`config.mk`:
```
export PLATFORM = sky130hd
export DESIGN_NAME = traffic_sensor_conditioner
export DESIGN_NICKNAME = d
export VERILOG_FILES = /design/src/rtl/traffic_pkg.sv /design/src/rtl/sensor_debounce.sv /design/src/rtl/traffic_sensor_conditioner.sv
export SDC_FILE = /design/constraint.sdc
export NUM_CORES = 1
export LEC_CHECK = 0
export BUFFER_PORTS_ARGS = -buffer_cell sky130_fd_sc_hd__buf_2
export CORE_MARGIN = 8
export CORE_UTILIZATION = 64
export DETAILED_ROUTE_END_ITERATION = 10
export GPL_ROUTABILITY_DRIVEN = 0
export PLACE_DENSITY = 0.83
export SLEW_MARGIN = 20
export SYNTH_ARGS = -nofsm -noshare
export SYNTH_HDL_FRONTEND = slang
export SYNTH_HIERARCHICAL = 1
export SYNTH_SLANG_ARGS = --single-unit
```
`constraint.sdc`:
```
create_clock -name clk -period 2.52 [get_ports clk]
set_input_delay 0.252 -clock clk [delete_from_list [all_inputs] [get_ports clk]]
set_output_delay 0.252 -clock clk [all_outputs]
set_load 0.01 [all_outputs]
```
`src/rtl/traffic_pkg.sv`:
```
// Shared encodings for the traffic-light controller and its sensor front end.
package traffic_pkg;

  localparam logic [2:0] LIGHT_R = 3'b100;
  localparam logic [2:0] LIGHT_Y = 3'b010;
  localparam logic [2:0] LIGHT_G = 3'b001;

  typedef enum logic [3:0] {
    S0  = 4'd0,
    S1  = 4'd1,
    S2  = 4'd2,
    S3  = 4'd3,
    S4  = 4'd4,
    S5  = 4'd5,
    S6  = 4'd6,
    S7  = 4'd7,
    S8  = 4'd8,
    S9  = 4'd9,
    S10 = 4'd10,
    S11 = 4'd11,
    S12 = 4'd12
  } ctrl_state_e;

  // Anything other than exactly the G code counts as not green.
  function automatic logic is_green(input logic [2:0] light);
    return light == LIGHT_G;
  endfunction

endpackage

```
`src/rtl/sensor_debounce.sv`:
```
// One detector channel: two-flop synchronizer, stability debouncer and a
// registered one-cycle pulse on each accepted rising edge.
module sensor_debounce #(
  parameter int unsigned DEBOUNCE_CYCLES = 1000000,
  parameter int unsigned CNT_W           = $clog2(DEBOUNCE_CYCLES) + 1
) (
  input  logic clk,
  input  logic rst,
  input  logic raw,
  output logic db,
  output logic rise
);

  localparam logic [CNT_W-1:0] CntMax = CNT_W'(DEBOUNCE_CYCLES - 1);

  logic             s1_q, s2_q;
  logic             db_q, db_d;
  logic             db_dly_q;
  logic             rise_q;
  logic [CNT_W-1:0] cnt_q, cnt_d;

  // Any sample matching the accepted level restarts the stability count.
  always_comb begin
    db_d  = db_q;
    cnt_d = '0;
    if (s2_q != db_q) begin
      if (cnt_q == CntMax) begin
        db_d = s2_q;
      end else begin
        cnt_d = cnt_q + CNT_W'(1);
      end
    end
  end

  always_ff @(posedge clk) begin
    if (rst) begin
      s1_q     <= 1'b0;
      s2_q     <= 1'b0;
      db_q     <= 1'b0;
      cnt_q    <= '0;
      db_dly_q <= 1'b0;
      rise_q   <= 1'b0;
    end else begin
      s1_q     <= raw;
      s2_q     <= s1_q;
      db_q     <= db_d;
      cnt_q    <= cnt_d;
      db_dly_q <= db_q;
      rise_q   <= db_q & ~db_dly_q;
    end
  end

  assign db   = db_q;
  assign rise = rise_q;

endmodule

```
`src/rtl/traffic_sensor_conditioner.sv`:
```
// Conditions raw street detectors into controller demands Sa/Sb.
// Define SENSOR_LATCH_EN to hold demand until the street is served green.
module traffic_sensor_conditioner
  import traffic_pkg::*;
#(
  parameter int unsigned DEBOUNCE_CYCLES = 1000000,
  parameter int unsigned CNT_W           = $clog2(DEBOUNCE_CYCLES) + 1
) (
  input  logic       clk,
  input  logic       rst,
  input  logic       raw_a,
  input  logic       raw_b,
  input  logic [2:0] lightA,
  input  logic [2:0] lightB,
  output logic       Sa,
  output logic       Sb,
  output logic       arrive_a,
  output logic       arrive_b
);

  logic db_a, db_b;

  sensor_debounce #(
    .DEBOUNCE_CYCLES(DEBOUNCE_CYCLES),
    .CNT_W          (CNT_W)
  ) u_deb_a (
    .clk (clk),
    .rst (rst),
    .raw (raw_a),
    .db  (db_a),
    .rise(arrive_a)
  );

  sensor_debounce #(
    .DEBOUNCE_CYCLES(DEBOUNCE_CYCLES),
    .CNT_W          (CNT_W)
  ) u_deb_b (
    .clk (clk),
    .rst (rst),
    .raw (raw_b),
    .db  (db_b),
    .rise(arrive_b)
  );

`ifdef SENSOR_LATCH_EN
  logic [2:0] la_q, lb_q;
  logic       req_a_q, req_a_d;
  logic       req_b_q, req_b_d;

  // Serving green wins over a new arrival, so a car waiting at green never latches.
  always_comb begin
    req_a_d = req_a_q;
    req_b_d = req_b_q;
    if (is_green(la_q)) begin
      req_a_d = 1'b0;
    end else if (db_a) begin
      req_a_d = 1'b1;
    end
    if (is_green(lb_q)) begin
      req_b_d = 1'b0;
    end else if (db_b) begin
      req_b_d = 1'b1;
    end
  end

  // Lights already run off this clock, so one register stage is enough.
  always_ff @(posedge clk) begin
    if (rst) begin
      la_q    <= '0;
      lb_q    <= '0;
      req_a_q <= 1'b0;
      req_b_q <= 1'b0;
    end else begin
      la_q    <= lightA;
      lb_q    <= lightB;
      req_a_q <= req_a_d;
      req_b_q <= req_b_d;
    end
  end

  assign Sa = db_a | req_a_q;
  assign Sb = db_b | req_b_q;
`else
  logic unused_lights;
  assign unused_lights = ^{lightA, lightB};

  assign Sa = db_a;
  assign Sb = db_b;
`endif

endmodule

```
**Yosys cells after proc, flatten, opt, wreduce, memory -nomap -nowiden**

Cells that the tools add are included.

- Register bits after elaboration: 52
- Latch bits: 0
- Memory bits (writable): 0
- Bits in read-only memories: 0
- Logic and storage cells: 28
- Memories: 0

- $add $sub $neg: 2
- $mul: 0
- Divide/modulo/power cells: 0
- Magnitude comparators: 0
- Equal/unequal tests: 4
- Shift-type cells: 0
- Mux-type cells: 0
- Bitwise operators: 6
- Reduce and logical (&&, ||, !) cells: 4

Operators with widths:

| cell | number |
|---|---|
| adder 21 x 1 -> 21 bit, second input constant | 2 |
| equality test 21 x 20 -> 1 bit, second input constant | 2 |
| OR reduction 3 bit | 2 |
| inverter 1 bit | 4 |
| AND reduction 2 bit | 2 |
| bitwise AND 1 bit | 2 |
| inequality test 1 bit | 2 |

**Depth between registers and ports, before layout**

- Word-level depth: 3
- Mapped depth: 6
- Mapped depth without buffers: 5

**By module**

The synthesis kept the hierarchy.

By module, submodules not included:

| module | instances | cells an instance | area each (sq um) | sequential area each (sq um) |
|---|---|---|---|---|
| sensor_debounce (u_deb_a) | 1 | 126 | 1,144.8 | 520.5 |
| sensor_debounce (u_deb_b) | 1 | 121 | 1,109.8 | 520.5 |

**Worst setup path before layout**

OpenSTA, ideal clock, no wires.

- Kind: reg-to-reg
- Start point: reg u_deb_b.cnt_q[0]
- End point: reg u_deb_b.cnt_q[10]
- Setup time: 0.117 ns
- Data arrival time: 1.594 ns
- Path slack: 0.809 ns
- Cell stages (with the launch flop): 7
- Buffers on the path: 1
- Period minus slack after synthesis: 1.711 ns
- Cell sequence: dfxtp_1 > ha_1 > and3_1 > nand3_1 > o41ai_1 > buf_2 > nor2_1

- Longest elaborated chain between the ends: 2
- Elaborated cells between the ends (all ways): 3
- Classes of those cells: add/sub: 1; eq/ne: 1; reduce/logical: 1

Ends and longest elaborated chain:

| element | line | RTL |
|---|---|---|
| from (decl) | sensor_debounce.sv:20 | `logic [CNT_W-1:0] cnt_q, cnt_d;` |
| from (signal assigned) | sensor_debounce.sv:47 | `cnt_q <= cnt_d;` |
| parallel branches: the longest is 2 deep, another holds adder 21 x 1 -> 21 bit | -- |  |

Parallel ways; which one is timed is not known.
A chain may end at the register's enable or synchronous reset.

**Worst setup path after layout**

- Start point: reg u_deb_b.cnt_q[0]
- End point: reg u_deb_b.cnt_q[6]

The elaborated chain is that of the path after synthesis.

==> flow_summary.toml <==
[outcome]
status = "complete, no violations"

[floorplanning]
core-area_um2 = 3360
ios = 14
die_area_um2 = 5680
start_util_pct = 67.0
rows = 21
die_h_um = 75.4
die_width_um = 75.4

[critical_path]
critical_path_class = "reg -> reg"
startpoint_type = "flop"
cp_top_family = "simple AND/OR/NAND/NOR gates"
crit_start = "u_deb_b/cnt_q[0]"
crit_path_max_incr_delay_ps = 440
critPathSlowestCell = "o41ai_2"
worst-path-buf-inv = 1
end_kind = "flop"
required_ps = 2800
r2r-start = "u_deb_b/cnt_q[0]"
cp_max_fo = 11
cp.arrival_ps = 2240
crit_chain = "ha_1 > and3_1 > nand3_1 > o41ai_2 > buf_4 > nor2_1"

[clock_network]
root_buffer = "clkbuf_4"
postCtsSetupRepairBufs = 0
cts_tree = "yes"
clk_latency_ps = 370
numCtsBuffers = 5
clk_path_buf_depth = 2
cts_hold_buf = 0
cts_sinks = 52
ctsResizeCount = 0
cts-htree-levels = 2
clk_pin_slew_ps = 140

[power_and_ir_drop]
power.leakage_nw = 0.776
powerDensity_nw_per_um2 = 513
finalPower_mw = 1.23
ir_drop_mv = 0.331

[route]
drt-vias-per-instance = 5.71
drt_iter0_drc = 87
finalWirelength_mm = 3.95
drt_pass1_iterations = 4
drc = 0
vias = 1742
wl_per_cell_um = 12.9
ant_nets = 0

[timing]
final_max_slew_viol_count = 0
tightest_slew_ps = 392
setup_ws_ps = 555
slew_headroom_pct = 73.9
fin_skew_ps = 15.6
finalSetupViolCount = 0
rsz0062_at_grt = "no"
setup_tns_ps = 0
fin_crit_ps = 1970
max_clock_freq_mhz = 509
finalCritPeriodShare_pct = 78.0
hold_viol = 0

[finish]
n_antenna_cell = 0
syn2layout_area_growth_pct = 6.77
final_util_pct = 71.6
final_common_cell = "dfxtp_1"
multi_input_area_um2 = 1160
finalNetCount = 270
regArea_um2 = 1040
final_cell_mix = "dfxtp_1 (52), nor2_1 (35), nand3_1 (16), nand4_1 (15)"
fillers = 286
drive_gt1_share_pct = 10.4

[flow_run]
drv_cap = 0

[yosys]
ys.warnings.count = 6
ys_seq_area_share_pct = 46.2
synthArstFlopShare_pct = 0
ys.flop_type = "dfxtp_1"
syn_nets = 259
ys_seq_elements = 52
synth_area_um2 = 2250
synth_cell_types = 36
syn_area_per_cell_um2 = 9.13
synth_cells = 247
synth-edff-count = 0

[placed_design]
post-dp-hpwl_mm = 2.83
numPortBuffers = 7
pre_cts_ws_ps = 595

[grt]
grt_pass1_wl_mm = 6.74
antenna_found_initial = 0
grt_pass1_vias = 1634
grt-ovfl-total = 0
grt_max_degree = 22
grt_usage_pct = 15.3

[hold_path]
hold_start = "raw_a"
min_path_type = "in -> reg"
==> state kept, by name (all words and copies together) (netlist names) <==
| signal | cells |
|---|---|
| u_deb_b/s1_q | 1 |
| u_deb_a/rise | 1 |
| u_deb_b/cnt_q | 21 |
| u_deb_a/db_dly_q | 1 |
| u_deb_b/db_dly_q | 1 |
| u_deb_a/cnt_q | 21 |
| u_deb_b/rise | 1 |
| u_deb_a/s2_q | 1 |
| u_deb_a/s1_q | 1 |
| u_deb_b/db | 1 |
| u_deb_b/s2_q | 1 |
| u_deb_a/db | 1 |
==> cell usage after synthesis (all sizes together), types with 4 or more instances <==
cell   number  area [µm²]
and4        5        45.0
inv         7        26.3
nor2b       6        37.5
and3        4        26.3
a21oi      13        68.8
nor3        4        20.0
nand2       8        37.5
nor2       35         131
or4         8        65.1
xnor2      14         123
buf         6        32.5
o31ai       5        37.5
nand4      17         136
dfxtp      52        1040
xor2       14         123
nor4        5        31.3
nand3      17        90.1
or3         7        43.8
o21ai       9        45.0
==> cells by family (layout without fill, tap and decap cells) <==
logic type	count (synthesis)	in the layout	share of synthesized area, %
and+or+nand+nor	123	123	31.7
DFF	52	52	46.2
AOI/OAI and AO/OA	28	28	7.10
xor gates and xnor gates	28	28	10.9
buffers and inverters	13	25	2.61
adders and majority gates	2	2	1.11
muxes	1	1	0.444
==> cell type report <==
cell class	instances	area share (%)
clock buffer	7	2.29
clock inverter	1	0.312
inverter	7	1.09
multi-input combinational	182	48.3
sequential	52	43.2
tap	46	2.39
timing repair buffer	10	2.39
==> worst reg2reg max path: cells and delay by family, from the launching register on <==
family                     cells  cell delay (ps)
buffers and inverters          1              250
adders and majority gates      1              220
AOI/OAI and AO/OA              1              440
DFF                            1              410
and+or+nand+nor                3              550
==> through the flow <==
step | hold slack (ps) | cell area (µm²) | std cells
2_1_floorplan | 321 | 2250 | 247
4_1_cts | 61.9 | 2410 | 305
5_1_grt | 67.5 | 2410 | 305
3_3_place_gp | 372 | 2340 | 297
3_5_place_dp | 399 | 2340 | 297
6_report | 84.1 | 2410 | 305
==> power by group <==
group	switching, mW	leakage [nW]	internal (mW)	total [mW]
clock	0.251	0.0315	0.137	0.388
combinational	0.0102	0.325	0.00734	0.0176
sequential	0.00250	0.420	0.826	0.829
total	0.264	0.776	0.971	1.23
==> worst paths after layout <==
check / slack, ps / cells after the start / end
max: 550 / 6 / u_deb_b/cnt_q[6]
min: 80 / 2 / u_deb_a/s1_q
max reg2reg: 550 / 6 / u_deb_b/cnt_q[6]
min reg2reg: 410 / 1 / u_deb_a/rise
==> layer usage <==
layer	wire length [µm]	part of all wire, %	global-route usage [%]
met1	1770	45	15.9
met2	2000	51	27.4
met3	91	2.3	4.08
met4	90	2.3	8.53
met5	0	0	0
(Power assumes the default switching activity.)
